## config.mk

```make
export PLATFORM = sky130hd
export DESIGN_NAME = trdb_trace_ctrl
export DESIGN_NICKNAME = d
export VERILOG_FILES = /design/src/rtl/trdb_trace_ctrl.sv
export SDC_FILE = /design/constraint.sdc
export NUM_CORES = 1
export LEC_CHECK = 0
export CORE_MARGIN = 10
export CORE_UTILIZATION = 25
export DETAILED_ROUTE_END_ITERATION = 16
export MAX_ROUTING_LAYER = met4
export RECOVER_POWER = 50
export SLEW_MARGIN = 20
export SYNTH_ARGS = -nofsm -noshare
export SYNTH_HDL_FRONTEND = slang
export SYNTH_SLANG_ARGS = --single-unit
```

## constraint.sdc

```tcl
create_clock -name clk_i -period 2.8 [get_ports clk_i]
set_input_delay 0.28 -clock clk_i [delete_from_list [all_inputs] [get_ports clk_i]]
set_output_delay 0.28 -clock clk_i [all_outputs]
set_load 0.005 [all_outputs]
```

## src/rtl/trdb_trace_ctrl.sv

```systemverilog
// trdb_trace_ctrl: start -> trace -> stop -> drain sequencing for the trace encoder enable path.
// Build option: define TRDB_RESYNC_EN to include the periodic RESYNC sync-packet logic.
module trdb_trace_ctrl #(
  parameter int unsigned RESYNC_W      = 16,
  parameter int unsigned RESYNC_MAX    = 4096,
  parameter int unsigned DRAIN_TIMEOUT = 64,
  parameter int unsigned LOSSLESS      = 0
) (
  input  logic       clk_i,
  input  logic       rst_ni,
  input  logic       trace_req_on_i,
  input  logic       trace_req_off_i,
  input  logic       encapsulator_ready_i,
  input  logic       iretire_i,
  input  logic       sync_ack_i,
  output logic       sync_req_o,
  output logic [1:0] sync_kind_o,
  output logic       trace_enable_o,
  output logic       stall_core_o,
  output logic       overflow_o,
  output logic [2:0] state_o
);

  localparam logic [2:0] ST_IDLE  = 3'd0;
  localparam logic [2:0] ST_START = 3'd1;
  localparam logic [2:0] ST_TRACE = 3'd2;
  localparam logic [2:0] ST_STOP  = 3'd3;
  localparam logic [2:0] ST_DRAIN = 3'd4;

  localparam logic [1:0] KIND_START  = 2'd0;
  localparam logic [1:0] KIND_RESYNC = 2'd1;
  localparam logic [1:0] KIND_STOP   = 2'd2;

  localparam int unsigned        DRAIN_W    = $clog2(DRAIN_TIMEOUT) + 1;
  localparam logic [DRAIN_W-1:0] DRAIN_LAST = DRAIN_W'(DRAIN_TIMEOUT - 1);

  if ((RESYNC_MAX < 2) || ((RESYNC_MAX >> RESYNC_W) != 0)) begin : g_bad_resync_max
    $error("trdb_trace_ctrl: RESYNC_MAX outside 2..2^RESYNC_W-1");
  end

  logic [2:0]         state_q, state_d;
  logic               sync_req_q, sync_req_d;
  logic [1:0]         sync_kind_q, sync_kind_d;
  logic               trace_enable_q, trace_enable_d;
  logic               overflow_q, overflow_d;
  logic               pend_off_q, pend_off_d;
  logic               on_prev_q, on_prev_d;
  logic               off_prev_q, off_prev_d;
  logic               armed_q, armed_d;
  logic [DRAIN_W-1:0] drain_cnt_q, drain_cnt_d;

  logic rise_on_s;
  logic rise_off_s;
  logic lossy_bp_s;
  logic rs_pend_s;
  logic rs_pend_nx_s;

  // armed_q suppresses a false edge on the first cycle after reset when a request is already high.
  assign rise_on_s  = trace_req_on_i & ~on_prev_q & armed_q;
  assign rise_off_s = trace_req_off_i & ~off_prev_q & armed_q;
  assign lossy_bp_s = (LOSSLESS == 0) ? ~encapsulator_ready_i : 1'b0;

  assign stall_core_o   = ((LOSSLESS != 0) && (state_q == ST_TRACE)) ? ~encapsulator_ready_i : 1'b0;
  assign sync_req_o     = sync_req_q;
  assign sync_kind_o    = sync_kind_q;
  assign trace_enable_o = trace_enable_q;
  assign overflow_o     = overflow_q;
  assign state_o        = state_q;

`ifdef TRDB_RESYNC_EN
  localparam logic [RESYNC_W-1:0] RESYNC_LAST = RESYNC_W'(RESYNC_MAX - 1);

  logic [RESYNC_W-1:0] rcnt_q, rcnt_d;
  logic                rs_pend_q, rs_pend_d;

  assign rs_pend_s    = rs_pend_q;
  assign rs_pend_nx_s = rs_pend_d;

  // Retirement counter; saturates at RESYNC_LAST and holds a RESYNC request until it is acked.
  always_comb begin
    rcnt_d    = rcnt_q;
    rs_pend_d = rs_pend_q;
    if ((state_q != ST_TRACE) || (state_d != ST_TRACE)) begin
      rcnt_d    = {RESYNC_W{1'b0}};
      rs_pend_d = 1'b0;
    end else if (rs_pend_q) begin
      if (sync_ack_i) begin
        rcnt_d    = {RESYNC_W{1'b0}};
        rs_pend_d = 1'b0;
      end else begin
        rs_pend_d = 1'b1;
      end
    end else if (iretire_i) begin
      if (rcnt_q == RESYNC_LAST) begin
        rs_pend_d = 1'b1;
      end else begin
        rcnt_d = rcnt_q + RESYNC_W'(1);
      end
    end else begin
      rcnt_d = rcnt_q;
    end
  end

  // Resync counter registers.
  always_ff @(posedge clk_i or negedge rst_ni) begin
    if (!rst_ni) begin
      rcnt_q    <= {RESYNC_W{1'b0}};
      rs_pend_q <= 1'b0;
    end else begin
      rcnt_q    <= rcnt_d;
      rs_pend_q <= rs_pend_d;
    end
  end
`else
  logic unused_iretire_s;

  assign unused_iretire_s = iretire_i;
  assign rs_pend_s        = 1'b0;
  assign rs_pend_nx_s     = 1'b0;
`endif

  // Lifecycle next-state, pending-stop, overflow and drain-timer logic.
  always_comb begin
    state_d     = state_q;
    pend_off_d  = pend_off_q;
    overflow_d  = overflow_q;
    drain_cnt_d = drain_cnt_q;
    on_prev_d   = trace_req_on_i;
    off_prev_d  = trace_req_off_i;
    armed_d     = 1'b1;
    case (state_q)
      ST_IDLE: begin
        pend_off_d = 1'b0;
        if (rise_on_s && !rise_off_s) begin
          state_d    = ST_START;
          overflow_d = 1'b0;
        end else begin
          state_d = ST_IDLE;
        end
      end
      ST_START: begin
        if (sync_ack_i) begin
          state_d    = (pend_off_q || rise_off_s) ? ST_STOP : ST_TRACE;
          pend_off_d = 1'b0;
        end else begin
          pend_off_d = pend_off_q | rise_off_s;
        end
      end
      ST_TRACE: begin
        if (rs_pend_s) begin
          // A RESYNC is in flight: stop reasons are deferred so the request kind stays stable.
          overflow_d = overflow_q | lossy_bp_s;
          if (sync_ack_i) begin
            state_d    = (pend_off_q || rise_off_s || lossy_bp_s) ? ST_STOP : ST_TRACE;
            pend_off_d = 1'b0;
          end else begin
            pend_off_d = pend_off_q | rise_off_s | lossy_bp_s;
          end
        end else if (rise_off_s) begin
          state_d = ST_STOP;
        end else if (lossy_bp_s) begin
          state_d    = ST_STOP;
          overflow_d = 1'b1;
        end else begin
          state_d = ST_TRACE;
        end
      end
      ST_STOP: begin
        if (sync_ack_i) begin
          state_d     = ST_DRAIN;
          drain_cnt_d = {DRAIN_W{1'b0}};
        end else begin
          state_d = ST_STOP;
        end
      end
      ST_DRAIN: begin
        if (encapsulator_ready_i) begin
          state_d = ST_IDLE;
        end else if (drain_cnt_q == DRAIN_LAST) begin
          state_d    = ST_IDLE;
          overflow_d = 1'b1;
        end else begin
          drain_cnt_d = drain_cnt_q + DRAIN_W'(1);
        end
      end
      default: begin
        state_d    = ST_IDLE;
        pend_off_d = 1'b0;
      end
    endcase
  end

  // Output decode from the next state so sync_req/kind/enable come straight from flops.
  always_comb begin
    sync_req_d     = 1'b0;
    sync_kind_d    = KIND_START;
    trace_enable_d = 1'b0;
    case (state_d)
      ST_START: begin
        sync_req_d = 1'b1;
      end
      ST_TRACE: begin
        trace_enable_d = 1'b1;
        if (rs_pend_nx_s) begin
          sync_req_d  = 1'b1;
          sync_kind_d = KIND_RESYNC;
        end else begin
          sync_req_d = 1'b0;
        end
      end
      ST_STOP: begin
        sync_req_d     = 1'b1;
        sync_kind_d    = KIND_STOP;
        trace_enable_d = 1'b1;
      end
      default: begin
        sync_req_d = 1'b0;
      end
    endcase
  end

  // Lifecycle state, edge history and registered outputs.
  always_ff @(posedge clk_i or negedge rst_ni) begin
    if (!rst_ni) begin
      state_q        <= ST_IDLE;
      sync_req_q     <= 1'b0;
      sync_kind_q    <= 2'd0;
      trace_enable_q <= 1'b0;
      overflow_q     <= 1'b0;
      pend_off_q     <= 1'b0;
      on_prev_q      <= 1'b0;
      off_prev_q     <= 1'b0;
      armed_q        <= 1'b0;
      drain_cnt_q    <= {DRAIN_W{1'b0}};
    end else begin
      state_q        <= state_d;
      sync_req_q     <= sync_req_d;
      sync_kind_q    <= sync_kind_d;
      trace_enable_q <= trace_enable_d;
      overflow_q     <= overflow_d;
      pend_off_q     <= pend_off_d;
      on_prev_q      <= on_prev_d;
      off_prev_q     <= off_prev_d;
      armed_q        <= armed_d;
      drain_cnt_q    <= drain_cnt_d;
    end
  end

endmodule
```

==> impl_metrics.tcl, run 1 <==
set metrics [dict create \
    outcome "completed" \
    finalNonFillerCells 141 \
    overflow 0 \
    ant_nets 0 \
    max_freq_mhz 551.5 \
    vias 661 \
    tritoncts "built" \
    cp-end-kind "register" \
    hold_buffers 0 \
    grt_pass1_wl_um 3353 \
    synth-seq-cells 18 \
    core_area_um2 3363 \
    design_area_um2 1059 \
    path_cells "nor4b_4 -> o21ai_2 -> or4b_1 -> nand2_1" \
    avgSynthCellArea_um2 10.55 \
    routabilityCongestion 0.8019 \
    cts_max_level 1 \
    path_class "reg -> reg" \
    start_kind "register" \
    hold_path.class "in -> async" \
    hold_slack_ns 0.5179 \
    remaining_drc_errors 0 \
    worst-r2r-setup-slack_ns 0.99 \
    clk_pin_slew_ns 0.10 \
    syn_inst 83 \
    post-cts-setup-buffers 0 \
    synth_area_leaders "dfrtp_1 51%, xnor2_1 3.0%, and2_1 2.9%" \
    fin_crit_ns 1.813 \
    syn2layout_area_growth_pct 20.86 \
    synth_top_area_share_pct 51.43 \
    placed_cells 137 \
    grt_antenna_before_repair 0 \
    numPortBuffers 12 \
    arrival_ns 2.06 \
    routedWlPerCell_um 13.52 \
    crit_slowest_cell "dfrtp_1" \
    tightest_slew_ns 0.8384 \
    clockBufferDepth 2 \
    cts-root-buf "clkbuf_4" \
    num_rows 21 \
    drv_slew 0 \
    synth_area_um2 875.8 \
    fillCellCount 371 \
    drt_first_pass_iters 4 \
    vdd_drop_max_mv 0.3732 \
    yosysUniqueCellTypes 36 \
    cts_resized 0 \
    slowest_delay_ns 0.59 \
    worstPathMaxFanout 12 \
    wl_um 1906 \
    async_flop_share_pct 100.0 \
    ios 16 \
    ys_seq_area_share_pct 51.43 \
    max-slew-margin-rel_pct 43.92 \
    cp_top_family "simple AND/OR/NAND/NOR gates" \
    dp_hpwl_um 1361 \
    grt_max_degree 19 \
    nNetsFinal 104 \
    yosys.area.top_type "dfrtp_1" \
    rsz0062_at_grt "no" \
    maxCapViolations 0 \
    cellPowerDensity_nw_per_um2 801.3 \
    start_util_pct 26.04 \
    fp.dieW_um 79.19 \
    cts_buffers 3 \
    cts.sinks 18 \
    grt_pass1_vias 733 \
    hold_viol 0 \
    synth_edf_count 0 \
    yosys_warnings 0 \
    place_area_um2 1022 \
    setup_violations 0 \
    fp.dieH_um 79.19 \
    yosysMostFrequentCell "dfrtp_1" \
    drt_iter0_drc 46 \
    fin_crit_sh_pct 64.76 \
    synth_commonest_cells "18 x dfrtp_1, 6 x inv_1, 5 x nand2_1" \
    synth-main-ff-cell "dfrtp_1" \
    grtUsageTotal_pct 6.776 \
    skew_ns 0.002956 \
    leakage_nw 0.4556 \
    via_per_inst 4.688 \
    clk_latency_ns 0.29 \
    setup_tns_ns 0 \
    cp_num_buf_inv 0 \
    die_area_um2 6271 \
    drive_above_1_share_pct 6.316 \
    crit_required_ns 3.04 \
    diodes 0 \
]
[cell families after synthesis]
logic type / after synthesis / synth area share (%)
simple gates: 26 / 18.29
compound gates: 22 / 18.43
flops: 18 / 51.43
buf+inv: 11 / 6.570
xor+xnor: 3 / 3.001
other cells: 2 / 0.8575
fa+ha+maj: 1 / 1.428
[final cells by class]
type | count | area [um^2] | area share (%)
clock buffers | 4 | 36.28 | 3.428
inverters | 6 | 22.52 | 2.128
multi-input cells | 55 | 371.6 | 35.11
flip-flops and latches | 18 | 450.4 | 42.55
well taps | 46 | 57.56 | 5.437
repair buffers | 12 | 120.1 | 11.35
[layout by cell type, fill, tap and decap left out, types with 2 or more instances in the layout]
cell type / netlist / layout
and3_1: 2 / 2
nand3_1: 3 / 3
o31ai_1: 3 / 3
o211ai_1: 3 / 3
nor2_1: 4 / 4
a31oi_1: 2 / 2
conb_1: 2 / 3
dfrtp_1: 18 / 18
a21oi_1: 2 / 2
clkbuf_4: 0 / 3
xnor2_1: 3 / 3
o21ai_1: 2 / 2
inv_1: 6 / 6
dlygate4sd3_1: 0 / 3
a211o_1: 2 / 2
and2_1: 4 / 4
clkdlybuf4s50_1: 0 / 9
nand2_1: 5 / 5
[stage by stage]
stage | setup WS [ns] | power, mW | utilization (%)
after floorplan | 1.154 | 0.5639 | -
after global placement | 0.7966 | 0.6798 | 30.39
after detailed placement | 0.7632 | 0.6911 | 30.39
after CTS | 0.9644 | 0.8596 | 31.47
after global routing | 0.8805 | 0.9150 | 31.47
final | 0.9867 | 0.8482 | 31.47
[registers in the layout, indices dropped and copies added, names as in the netlist]
signal / count
armed_q: 1
drain_cnt_q: 7
off_prev_q: 1
on_prev_q: 1
overflow_o: 1
pend_off_q: 1
state_o: 3
sync_kind_o: 1
sync_req_o: 1
trace_enable_o: 1
[worst reg2reg max path, stage by stage, from the launching register on]
cell and delay (ns):
dfrtp_1 0.59, nor4b_4 0.37, o21ai_2 0.20, or4b_1 0.52, nand2_1 0.08
[power breakdown]
group | switching (mW) | internal (mW)
logic | 0.127 | 0.161
clock network | 0.0824 | 0.0793
registers | 0.0807 | 0.318
[worst paths after layout]
check,end,start,cells past startpoint
max in group asynchronous,sync_req_o,rst_ni,1
worst max-delay path,drain_cnt_q[4],state_o[2],4
min in group clk_i,drain_cnt_q[0],drain_cnt_q[0],1
worst min register to register,drain_cnt_q[0],drain_cnt_q[0],1
worst max register to register,drain_cnt_q[4],state_o[2],4
worst min-delay path,drain_cnt_q[2],rst_ni,1
[layer usage]
layer	track usage, %	routed length (um)	up-vias	part of all wire (%)
met2	10.77	851	22	45
met5	-	0	-	0
met1	7.236	913	318	48
met4	2.151	13	0	0.68
met3	3.378	128	2	6.7
li1	-	-	319	-
Note: power is estimated with default switching activity, not from simulation.
==> run 2, diff against run 1 <==
Clock period 2.8 ns to 1.71 ns, I/O delays scaled along.
==> impl_metrics.tcl, run 2 (synthesis gave the netlist of run 1 again) <==
set metrics [dict create \
    outcome "completed" \
    cts.sinks 18 \
    via_per_inst 4.436 \
    diodes 0 \
    grt_pass1_vias 654 \
    die_area_um2 6271 \
    start_kind "register" \
    cellPowerDensity_nw_per_um2 1260 \
    r2r_end "drain_cnt_q[4]" \
    fin_crit_sh_pct 92.57 \
    routedWlPerCell_um 11.71 \
    maxCapViolations 0 \
    slowest_delay_ns 0.50 \
    drv_slew 0 \
    clk_pin_slew_ns 0.10 \
    core_area_um2 3363 \
    p_seq_share_pct 45.4 \
    r2r_cells 5 \
    largest-register "drain_cnt_q" \
    wl_met2_um 707 \
    layout_commonest_cell "dfrtp_1" \
    crit_required_ns 1.94 \
    drive_above_1_share_pct 14.56 \
    power.switching_uw 460.4 \
    grt_antenna_before_repair 0 \
    fp.dieW_um 79.19 \
    nNetsFinal 112 \
    fin_crit_ns 1.583 \
    overflow 0 \
    cts-root-buf "clkbuf_4" \
    grt_max_degree 19 \
    max-slew-margin-rel_pct 36.65 \
    dp_hpwl_um 1354 \
    arrival_ns 1.82 \
    clockBufferDepth 2 \
    clkPwrFrac_pct 18.3 \
    remaining_drc_errors 0 \
    drt_first_pass_iters 4 \
    drt-met1-wl_um 904 \
    numPortBuffers 12 \
    cts_max_level 1 \
    internal_power_uw 947.4 \
    fillCellCount 358 \
    power.total_mw 1.408 \
    worst-r2r-setup-slack_ns 0.13 \
    post-cts-setup-buffers 0 \
    min_to "on_prev_q" \
    hold_viol 0 \
    routabilityCongestion 0.8115 \
    clk_latency_ns 0.29 \
    crit_slowest_cell "or4b_1" \
    tritoncts "built" \
    num_rows 21 \
    ant_nets 0 \
    setup_tns_ns 0 \
    worstPathMaxFanout 5 \
    rr_startpoint "drain_cnt_q[0]" \
    swShare_pct 32.70 \
    fp.dieH_um 79.19 \
    skew_ns 0.003522 \
    grt_pass1_wl_um 2980 \
    vias 661 \
    setup_violations 0 \
    syn2layout_area_growth_pct 27.57 \
    hold_buffers 0 \
    register_area_um2 452.9 \
    path_class "reg -> reg" \
    hold_path.class "in -> reg" \
    drt_iter0_drc 45 \
    wl_um 1745 \
    vdd_drop_max_mv 0.5503 \
    mostFrequentLayoutCells "16 x dfrtp_1, 9 x clkdlybuf4s50_1, 7 x buf_4" \
    worstHoldPathCells 1 \
    tightest_slew_ns 0.9502 \
    start_util_pct 26.04 \
    hp-start "trace_req_on_i" \
    wl_met3_um 123 \
    p_comb_share_pct 36.3 \
    path_cells "ha_1 -> nand4_1 -> o21ai_2 -> or4b_1 -> nand2_1" \
    top_layer_used "met4" \
    ios 16 \
    leakage_nw 0.4877 \
    rsz0062_at_grt "no" \
    multiInputGateArea_um2 371.6 \
    utilization_pct 33.22 \
    cts_buffers 3 \
    largest_reg_flops 7 \
    max_freq_mhz 631.8 \
    grtUsageTotal_pct 5.975 \
    cp-end-kind "register" \
]
## run 2: cell types whose count changed in the layout (fill, tap and decap cells not counted), sizes merged
cell    delta
clkbuf     +1
buf        +7
## run 2: worst max path at each step
stage                               from             end  slack (ns)  depth (start not counted)
floorplan                     state_o[1]  drain_cnt_q[4]        0.06                          5
global placement    encapsulator_ready_i  drain_cnt_q[4]       -0.02                          5
detailed placement  encapsulator_ready_i  drain_cnt_q[4]       -0.03                          5
CTS                           state_o[2]      state_o[2]        0.05                          2
global route              drain_cnt_q[0]  drain_cnt_q[4]        0.05                          5
finish                    drain_cnt_q[0]  drain_cnt_q[4]        0.13                          5
## run 2: area by class of cell
cell class / instances / share of cell area (%)
Clock buffer: 4 / 3.247
Timing Repair Buffer: 20 / 15.79
Sequential cell: 18 / 40.54
Tap cell: 46 / 5.151
Inverter: 6 / 2.016
Multi-Input combinational cell: 55 / 33.26
## run 2: what timing repair did
| action | CTS | global route |
|---|---|---|
| hold endpoints to repair | 0 | 0 |
| endpoints found under the setup margin | 0 | 2 |
| gates resized for setup | 0 | 2 |
## run 2: power by group through the flow
stage,sequential [mW],clock (mW),combinational (mW)
after detailed placement,0.644,0,0.518
after global routing,0.660,0.286,0.565
after floorplan,0.587,0,0.336
after CTS,0.636,0.275,0.522
after global placement,0.645,0,0.508
final,0.639,0.257,0.512
## run 2: layer usage
metal  vias up  track usage, %
met5         -               -
met4         0           1.075
met3         2           3.378
met2        13           8.483
met1       309           7.260
li1        337               -
## run 2: stage by stage
stage          setup slack [ns]  hold WS [ns]  cell area, um^2  cells
6_report                 0.1271        0.4675             1117    149
5_1_grt                 0.04669        0.4633             1117    149
4_1_cts                 0.05209        0.1831             1119    149
3_5_place_dp           -0.02873        0.4874             1082    145
3_3_place_gp           -0.01650        0.4844             1082    145
2_1_floorplan           0.06401       -0.1246            879.6     84
## run 2: worst max-delay path, delay by kind of cell, from the launching register on
kind | cells | cell delay [ns]
AOI/OAI and AO/OA | 1 | 0.09
adders and majority gates | 1 | 0.24
DFF | 1 | 0.42
and+or+nand+nor | 3 | 0.77
==> run 3, diff against run 2 <==
Settings changed: GPL_ROUTABILITY_DRIVEN from default to 0.
==> results of run 3 <==
The final DEF is identical to that of run 2; final timing and power are the same.
